`src/rtl/pc_sequencer.sv`:
```
// pc_sequencer: registered program counter for the multi-cycle CPU.
// Latches jump/branch redirect targets during ID/EX and commits the new PC
// once per instruction on InstrDone. Trap has the highest priority.
// Optional feature: define PC_ALIGN_CHECK_EN to turn misaligned commits
// into traps that raise AlignFault.
module pc_sequencer #(
    parameter int               WIDTH       = 32,
    parameter int               STAGE_W     = 5,
    parameter logic [WIDTH-1:0] RESET_PC    = WIDTH'(32'h0000_0000),
    parameter logic [WIDTH-1:0] TRAP_VECTOR = WIDTH'(32'h0000_0080)
) (
    input  logic               CLK,
    input  logic               RSTn,
    input  logic [STAGE_W-1:0] Stage,
    input  logic               Stall,
    input  logic               InstrDone,
    input  logic               Jump,
    input  logic               JumpReg,
    input  logic               Branch,
    input  logic [2:0]         BranchCond,
    input  logic               ZF,
    input  logic               SF,
    input  logic [WIDTH-1:0]   JumpPC,
    input  logic [WIDTH-1:0]   JumpRegPC,
    input  logic [WIDTH-1:0]   BranchPC,
    input  logic               Trap,
    output logic [WIDTH-1:0]   PC,
    output logic [WIDTH-1:0]   NextPC,
    output logic [WIDTH-1:0]   EPC,
    output logic               PCUpdate,
    output logic               Redirected,
    output logic               AlignFault
);

    // Exact one-hot codes: any other Stage value (zero, multi-hot) matches neither.
    localparam logic [STAGE_W-1:0] STAGE_ID = STAGE_W'(1) << (STAGE_W - 2);
    localparam logic [STAGE_W-1:0] STAGE_EX = STAGE_W'(1) << (STAGE_W - 3);

    logic [WIDTH-1:0] pc_q, pc_d;
    logic [WIDTH-1:0] epc_q, epc_d;
    logic [WIDTH-1:0] pend_q, pend_d;
    logic             pend_vld_q, pend_vld_d;
    logic             pc_update_q, pc_update_d;
    logic             redirected_q, redirected_d;
    logic [WIDTH-1:0] pc_plus4;
    logic [WIDTH-1:0] next_pc;
    logic             commit;
    logic             align_bad;
`ifdef PC_ALIGN_CHECK_EN
    logic             align_fault_q, align_fault_d;
`endif

    function automatic logic branch_taken(input logic [2:0] cond, input logic zf, input logic sf);
        case (cond)
            3'b000:  branch_taken = zf;
            3'b001:  branch_taken = !zf;
            3'b010:  branch_taken = sf;
            3'b011:  branch_taken = !sf;
            3'b100:  branch_taken = !sf && !zf;
            3'b101:  branch_taken = sf || zf;
            default: branch_taken = 1'b0;
        endcase
    endfunction

    // Next-state: target capture, then commit/trap which clear the pending target.
    always_comb begin
        pc_plus4     = pc_q + WIDTH'(4);
        next_pc      = pend_vld_q ? pend_q : pc_plus4;
        commit       = InstrDone && !Stall && !Trap;
`ifdef PC_ALIGN_CHECK_EN
        align_bad    = commit && (next_pc[1:0] != 2'b00);
        align_fault_d = align_fault_q;
`else
        align_bad    = 1'b0;
`endif
        pc_d         = pc_q;
        epc_d        = epc_q;
        pend_d       = pend_q;
        pend_vld_d   = pend_vld_q;
        pc_update_d  = 1'b0;
        redirected_d = 1'b0;

        // Capture priority: JumpReg > Branch > Jump.
        if ((Stage == STAGE_EX) && JumpReg) begin
            pend_d     = JumpRegPC;
            pend_vld_d = 1'b1;
        end else if ((Stage == STAGE_EX) && Branch && branch_taken(BranchCond, ZF, SF)) begin
            pend_d     = BranchPC;
            pend_vld_d = 1'b1;
        end else if ((Stage == STAGE_ID) && Jump) begin
            pend_d     = JumpPC;
            pend_vld_d = 1'b1;
        end

        if (Trap || align_bad) begin
            epc_d        = pc_q;
            pc_d         = TRAP_VECTOR;
            pend_vld_d   = 1'b0;
            pc_update_d  = 1'b1;
            redirected_d = 1'b1;
`ifdef PC_ALIGN_CHECK_EN
            if (align_bad) begin
                align_fault_d = 1'b1;
            end
`endif
        end else if (commit) begin
            pc_d         = next_pc;
            pend_vld_d   = 1'b0;
            pc_update_d  = 1'b1;
            redirected_d = pend_vld_q;
`ifdef PC_ALIGN_CHECK_EN
            align_fault_d = 1'b0;
`endif
        end
    end

    // State registers; reset also discards any pending target.
    always_ff @(posedge CLK or negedge RSTn) begin
        if (!RSTn) begin
            pc_q         <= RESET_PC;
            epc_q        <= '0;
            pend_q       <= '0;
            pend_vld_q   <= 1'b0;
            pc_update_q  <= 1'b0;
            redirected_q <= 1'b0;
        end else begin
            pc_q         <= pc_d;
            epc_q        <= epc_d;
            pend_q       <= pend_d;
            pend_vld_q   <= pend_vld_d;
            pc_update_q  <= pc_update_d;
            redirected_q <= redirected_d;
        end
    end

`ifdef PC_ALIGN_CHECK_EN
    // Sticky alignment fault flag, cleared by the next normal commit.
    always_ff @(posedge CLK or negedge RSTn) begin
        if (!RSTn) begin
            align_fault_q <= 1'b0;
        end else begin
            align_fault_q <= align_fault_d;
        end
    end

    assign AlignFault = align_fault_q;
`else
    assign AlignFault = 1'b0;
`endif

    assign PC         = pc_q;
    assign NextPC     = next_pc;
    assign EPC        = epc_q;
    assign PCUpdate   = pc_update_q;
    assign Redirected = redirected_q;

endmodule

```
`config.mk`:
```
export PLATFORM = sky130hd
export DESIGN_NAME = pc_sequencer
export DESIGN_NICKNAME = d
export VERILOG_FILES = /design/src/rtl/pc_sequencer.sv
export SDC_FILE = /design/constraint.sdc
export NUM_CORES = 1
export LEC_CHECK = 0
export BUFFER_PORTS_ARGS = -buffer_cell sky130_fd_sc_hd__buf_2
export CELL_PAD_IN_SITES_DETAIL_PLACEMENT = 0
export CELL_PAD_IN_SITES_GLOBAL_PLACEMENT = 1
export CORE_MARGIN = 2
export CORE_UTILIZATION = 33
export CTS_CLUSTER_SIZE = 8
export DETAILED_ROUTE_END_ITERATION = 8
export GPL_TIMING_DRIVEN = 0
export PLACE_DENSITY_LB_ADDON = 0.2
export SYNTH_ARGS = -nofsm -noshare
export SYNTH_HDL_FRONTEND = slang
export SYNTH_SLANG_ARGS = --single-unit
```
`constraint.sdc`:
```
create_clock -name CLK -period 2.8 [get_ports CLK]
set_input_delay 0.28 -clock CLK [delete_from_list [all_inputs] [get_ports CLK]]
set_output_delay 0.28 -clock CLK [all_outputs]
set_load 0.02 [all_outputs]
```
# After elaboration in Yosys (flattened, before gate mapping)
# Index checks and enable logic that the tools add are counted.
[op_classes]
n_lt_le_gt_ge = 0
n_bitwise = 0
n_shift = 0
n_mux = 17
n_mul = 0
n_eq_ne = 7
div = 0
add_sub_neg = 1
n_reduce_logical = 16
[op_table]
columns = ["cell", "count"]
rows = [
  ["32-bit 2-to-1 mux", 6],
  ["32-bit by 3-bit adder with 32-bit output, second input constant", 1],
  ["1-bit 2-to-1 mux", 10],
  ["1-bit logical AND", 7],
  ["3-bit by 2-bit equality test with 1-bit output, second input constant", 2],
  ["3-bit equality test, second input constant", 2],
  ["1-bit one-hot mux with 6 select lines", 1],
  ["5-bit by 3-bit equality test with 1-bit output, second input constant", 1],
  ["5-bit by 4-bit equality test with 1-bit output, second input constant", 1],
  ["5-bit nonzero test", 1],
  ["1-bit zero test", 4],
  ["3-bit by 1-bit equality test with 1-bit output, second input constant", 1],
  ["3-bit zero test", 1],
  ["3-bit nonzero test", 1],
  ["2-bit nonzero test", 1],
  ["1-bit logical OR", 1],
]
[totals]
rom_bits = 0
out_inout_bits = 99
input_bits = 114
n_memories = 0
regBits = 99
ram_bits = 0
latch_bits = 0
word_cells = 47

# Logic depth before layout (Yosys ltp)
[depth]
word_depth = 9
mapped_depth = 8
ltp_nobuf = 7

# Least setup slack after synthesis
# Ideal clock, no wire load.
[synth_path]
path_kind = "register -> output"
from = "register pc_q[5] (netlist: PC[5])"
to = "output port NextPC[30]"
slack_ns = -0.402
n_path_buf = 2
arrival_ns = 2.922
stages_incl_launch_ff = 9
t_required_ns = 2.520
cell_sequence = "dfrtp_1 -> buf_2 -> nand4_4 -> or4_4 -> or4_4 -> buf_6 -> or3_4 -> xor2_1 -> o21ai_1"
[synth_via]
elab_chain_len = 2
[synth_rtl]
columns = ["item", "line", "text"]
rows = [
  ["from (decl)", "39", "logic [WIDTH-1:0] pc_q, pc_d;"],
  ["from (signal assigned)", "127", "pc_q <= pc_d;"],
  ["32-bit by 3-bit adder with 32-bit output", "67", "pc_plus4 = pc_q + WIDTH'(4);"],
  ["32-bit 2-to-1 mux", "68", "next_pc = pend_vld_q ? pend_q : pc_plus4;"],
  ["to (decl)", "28", "output logic [WIDTH-1:0] NextPC,"],
]
# No other way between the ends.

# Final worst setup path
[layout_path]
from = "register pc_q[8] (netlist: PC[8])"
to = "output port NextPC[30]"
# Same word-level chain as after synthesis.

==> flow_summary.html <==
<table>
<tr><th>Metric</th><th>Value</th></tr>
<tr><th colspan="2">Status</th></tr>
<tr><td>Status</td><td>complete, but fails checks</td></tr>
<tr><td>Failing checks</td><td>negative setup slack</td></tr>
<tr><th colspan="2">Clock network</th></tr>
<tr><td>Clock Latency Late Sink</td><td>340 ps</td></tr>
<tr><td>H-tree level count</td><td>3</td></tr>
<tr><td>Clock slew seen by the registers of the worst setup and hold paths</td><td>70 ps</td></tr>
<tr><td>Clock buffers created by TritonCTS</td><td>9</td></tr>
<tr><td>CTS tree</td><td>built</td></tr>
<tr><td>Max Buffers Root-to-Sink</td><td>2</td></tr>
<tr><td>Cell chosen for the clock root</td><td>sky130_fd_sc_hd__clkbuf_16</td></tr>
<tr><td>Number of clock sinks</td><td>99</td></tr>
<tr><th colspan="2">Timing</th></tr>
<tr><td>Final setup skew</td><td>6.38 ps</td></tr>
<tr><td>Number of endpoints failing setup at the final stage</td><td>3</td></tr>
<tr><td>Headroom to the max-slew limit</td><td>48.9%</td></tr>
<tr><td>Worst setup margin</td><td>-220 ps</td></tr>
<tr><td>Fraction of the cycle the final worst path needs</td><td>108%</td></tr>
<tr><td>Worst slew pin tran</td><td>767 ps</td></tr>
<tr><td>Highest achievable clock rate</td><td>0.331 GHz</td></tr>
<tr><td>Shortest period the worst path allows</td><td>3020 ps</td></tr>
<tr><td>Final number of hold-violating endpoints</td><td>0</td></tr>
<tr><td>Final hold slack</td><td>240 ps</td></tr>
<tr><td>Final max-slew violation count</td><td>0</td></tr>
<tr><td>Setup repair after global routing missed its margin</td><td>yes</td></tr>
<tr><th colspan="2">Logic synthesis</th></tr>
<tr><td>Yosys top cell area share</td><td>43.8%</td></tr>
<tr><td>Proportion of register bits with asynchronous set or reset after synthesis</td><td>100%</td></tr>
<tr><td>Leading cell types by total area after synthesis</td><td>sky130_fd_sc_hd__dfrtp_1 (44%), sky130_fd_sc_hd__o21ai_0 (12%), sky130_fd_sc_hd__mux2_2 (8.0%), sky130_fd_sc_hd__nand2_1 (5.4%), sky130_fd_sc_hd__a21oi_1 (3.7%)</td></tr>
<tr><td>Number of enable-type register cells in the synthesized netlist</td><td>0</td></tr>
<tr><td>Sequential element share of the synthesized area</td><td>43.8%</td></tr>
<tr><td>Number of instances in the synthesized netlist</td><td>647</td></tr>
<tr><td>Count of cell types in the netlist</td><td>50</td></tr>
<tr><td>Number of nets produced by synthesis</td><td>762</td></tr>
<tr><td>Summed instance area of the synthesized netlist</td><td>0.00566 sq mm</td></tr>
<tr><td>Most frequent cell after synthesis</td><td>sky130_fd_sc_hd__o21ai_0</td></tr>
<tr><td>Library cell occupying the most area in the post-synthesis netlist</td><td>sky130_fd_sc_hd__dfrtp_1</td></tr>
<tr><td>Per-instance average area after synthesis</td><td>8.75 sq um</td></tr>
<tr><td>Number of synthesized register bits</td><td>99</td></tr>
<tr><td>Count of yosys warnings during synthesis</td><td>0</td></tr>
<tr><td>Commonest cells post-synth</td><td>sky130_fd_sc_hd__o21ai_0 (140), sky130_fd_sc_hd__dfrtp_1 (99), sky130_fd_sc_hd__nand2_1 (82), sky130_fd_sc_hd__clkbuf_1 (43)</td></tr>
<tr><td>Top FF cell, synth</td><td>sky130_fd_sc_hd__dfrtp_1</td></tr>
<tr><th colspan="2">Placement</th></tr>
<tr><td>Global placement routability congestion</td><td>0.871</td></tr>
<tr><td>PortBufs</td><td>209</td></tr>
<tr><td>Half-perimeter wire length after placement</td><td>14.9 mm</td></tr>
<tr><th colspan="2">Layout</th></tr>
<tr><td>Final #Nets</td><td>1011</td></tr>
<tr><td>Ratio of cells with drive above 1 in the final layout</td><td>39.0%</td></tr>
<tr><td>Antenna fix cells</td><td>0</td></tr>
<tr><td>Layout Area Growth over Synthesis</td><td>36.1%</td></tr>
<tr><td>Final standard cell utilization of the core</td><td>46.1%</td></tr>
<tr><th colspan="2">Job</th></tr>
<tr><td>Max cap viols</td><td>0</td></tr>
<tr><th colspan="2">Power</th></tr>
<tr><td>Power density normalized to cell area</td><td>443 mW/mm^2</td></tr>
<tr><td>Static Leak</td><td>0.00373 uW</td></tr>
<tr><td>Relative contribution of sequential cells to total power</td><td>49.4%</td></tr>
<tr><td>Total Power Consumption</td><td>3410 uW</td></tr>
<tr><td>Maximum ir drop on the vdd rail</td><td>0.234 mV</td></tr>
<tr><td>Clk network pwr share</td><td>38.3%</td></tr>
<tr><td>Share of total power consumed by net switching</td><td>26.4%</td></tr>
<tr><td>Fraction of power consumed by combinational cells</td><td>12.3%</td></tr>
<tr><td>NetSw</td><td>903 uW</td></tr>
<tr><td>Internal power consumption</td><td>2510 uW</td></tr>
<tr><th colspan="2">Die</th></tr>
<tr><td>Boundary pin count</td><td>213</td></tr>
<tr><td>Std-Cell Rows</td><td>47</td></tr>
<tr><td>Effective utilization at floorplan</td><td>33.9%</td></tr>
<tr><td>Height of the chip</td><td>135 um</td></tr>
<tr><td>Die area</td><td>0.0182 sq mm</td></tr>
<tr><td>Die width</td><td>135 um</td></tr>
<tr><td>Area of the core</td><td>0.0167 sq mm</td></tr>
<tr><th colspan="2">Worst setup path</th></tr>
<tr><td>Endpoint arrival time on the critical path</td><td>2740 ps</td></tr>
<tr><td>Critical path peak fanout</td><td>2</td></tr>
<tr><td>Library cell appearing most often on the critical path</td><td>sky130_fd_sc_hd__or4_4</td></tr>
<tr><td>Worst path max stage delay</td><td>550 ps</td></tr>
<tr><td>Number of buffers and inverters on the critical path</td><td>1</td></tr>
<tr><td>Cells traversed along the worst timing path</td><td>nand4_4, or4_4, or4_4, or3_4, xor2_1, o21ai_2, buf_6</td></tr>
<tr><td>Startpoint Class</td><td>flip-flop</td></tr>
<tr><td>Start-to-end type of the worst setup path</td><td>reg2out</td></tr>
<tr><td>Required time of the critical path</td><td>2520 ps</td></tr>
<tr><td>Critical Path End Type</td><td>output pin</td></tr>
<tr><td>Number of cells on the worst reg-to-reg path</td><td>8</td></tr>
<tr><td>Category of cells accounting for the largest share of critical-path delay</td><td>simple AND/OR/NAND/NOR gates</td></tr>
<tr><td>Worst-path cell with the longest stage delay</td><td>sky130_fd_sc_hd__or4_4</td></tr>
<tr><td>Number of cells on the critical path</td><td>7</td></tr>
<tr><th colspan="2">GRT</th></tr>
<tr><td>Maximum number of pins on one net before global-route repair</td><td>57</td></tr>
<tr><td>Overall overflow remaining after global route</td><td>0</td></tr>
<tr><td>Antenna violations before repair</td><td>0</td></tr>
<tr><td>All-layer global routing usage</td><td>21.1%</td></tr>
<tr><td>Wire length of the first global-routing pass</td><td>30.3 mm</td></tr>
<tr><td>Vias in the first global route</td><td>5691</td></tr>
<tr><th colspan="2">Min path</th></tr>
<tr><td>Worst Hold Class</td><td>in2reg</td></tr>
<tr><td>Worst hold path stage count</td><td>3</td></tr>
<tr><th colspan="2">Detailed routing</th></tr>
<tr><td>Total via count after detailed routing</td><td>5755</td></tr>
<tr><td>ANT nets after route</td><td>0</td></tr>
<tr><td>Drc violations</td><td>0</td></tr>
<tr><td>DRC violation total after the first TritonRoute iteration</td><td>282</td></tr>
<tr><td>DR pass1 iterations</td><td>4</td></tr>
<tr><td>Via density per instance</td><td>5.13</td></tr>
<tr><td>Routed Wire Length</td><td>19.3 mm</td></tr>
<tr><td>DR WL/cell</td><td>17.3 um</td></tr>
</table>
==> final timing paths <==
check                                         end                start  slack, ps
setup reg to reg               PC[30]$_DFFE_PN0N_    PC[8]$_DFFE_PN0N_        200
setup / recovery                       NextPC[30]    PC[8]$_DFFE_PN0N_       -220
min in group asynchronous     EPC[11]$_DFFE_PN0P_                 RSTn        480
hold reg to reg               EPC[23]$_DFFE_PN0P_  EPC[23]$_DFFE_PN0P_        500
max in group asynchronous      PC[14]$_DFFE_PN0N_                 RSTn       1630
hold / removal             pend_q[26]$_DFFE_PN0P_        JumpRegPC[26]        240
==> power by group through the flow <==
stage,Combinational [uW],Sequential (uW),Clock [uW]
after global routing,483,1710,1390
after CTS,424,1690,1340
final,419,1690,1310
after global placement,410,1710,0
after floorplan,212,1660,0
after detailed placement,420,1720,0
==> routing by layer <==
metal | GRT usage (%) | vias up | part of all wire, %
met5 | 0 | - | 0
met4 | 5.79 | 0 | 1.1
met3 | 2.85 | 20 | 6.6
met2 | 34.3 | 228 | 47
met1 | 29.6 | 2707 | 46
li1 | - | 2800 | -
==> worst reg2reg max path, cell delays in order, from the launching register on <==
cell and delay [ps]:
sky130_fd_sc_hd__dfrtp_2 390, sky130_fd_sc_hd__nand4_4 120, sky130_fd_sc_hd__or4_4 500, sky130_fd_sc_hd__or4_4 550
sky130_fd_sc_hd__or3_4 360, sky130_fd_sc_hd__buf_4 140, sky130_fd_sc_hd__buf_4 130, sky130_fd_sc_hd__a21o_1 140
sky130_fd_sc_hd__a21o_1 160
==> what timing repair did <==
item / CTS / global route
hold endpoints to repair: 43 / 0
gates cloned: 0 / 0
pin swaps: 7 / 10
gates resized for setup: 22 / 14
setup endpoints to repair: 14 / 41
buffers inserted: 16 / 15
hold buffers: 1 / 0
==> cell usage in the layout, fill, tap and decap left out, drive strengths merged, types with 17 or more instances in the layout <==
| master | Yosys | layout |
|---|---|---|
| buf | 13 | 252 |
| o21ai | 141 | 141 |
| dfrtp | 99 | 99 |
| nand2 | 82 | 82 |
| clkbuf | 44 | 52 |
| a21oi | 42 | 42 |
| nand3 | 42 | 42 |
| mux2 | 40 | 40 |
| xnor2 | 17 | 17 |
==> cell families (layout without fill, tap and decap cells) <==
group	Yosys count	count (layout)	synth area share [%]
xor gates and xnor gates	29	29	4.49
adders and majority gates	1	1	0.221
buffers and inverters	64	318	4.86
other	1	1	0.0663
AOI/OAI and AO/OA	230	230	23.1
DFF	99	99	43.8
and+or+nand+nor	183	183	15.5
muxes	40	40	7.96
==> flip-flops by register name (all words and copies together), names as in the netlist <==
name        cells
pend_q         32
PCUpdate        1
pend_vld_q      1
PC             32
EPC            32
Redirected      1
==> stage by stage <==
stage / TNS, ps / area, sq um / std cells / setup WS [ps]
floorplan: -44.5 / 5690 / 647 / -44.5
global placement: -5580 / 7010 / 1076 / -225
detailed placement: -5440 / 7040 / 1077 / -247
CTS: -722 / 7550 / 1107 / -315
global route: -626 / 7700 / 1121 / -273
finish: -409 / 7700 / 1121 / -220
==> final cells by class <==
cell class              instances  area [sq um]
multi-input cells             484          3020
fillers                      1747          9000
flip-flops and latches         99          2500
clock inverters                 6          80.1
well taps                     220           275
plain buffers                  53           230
repair buffers                242          1340
clock buffers                  10           229
inverters                       7          26.3
Power figures use the tool's default switching activity.
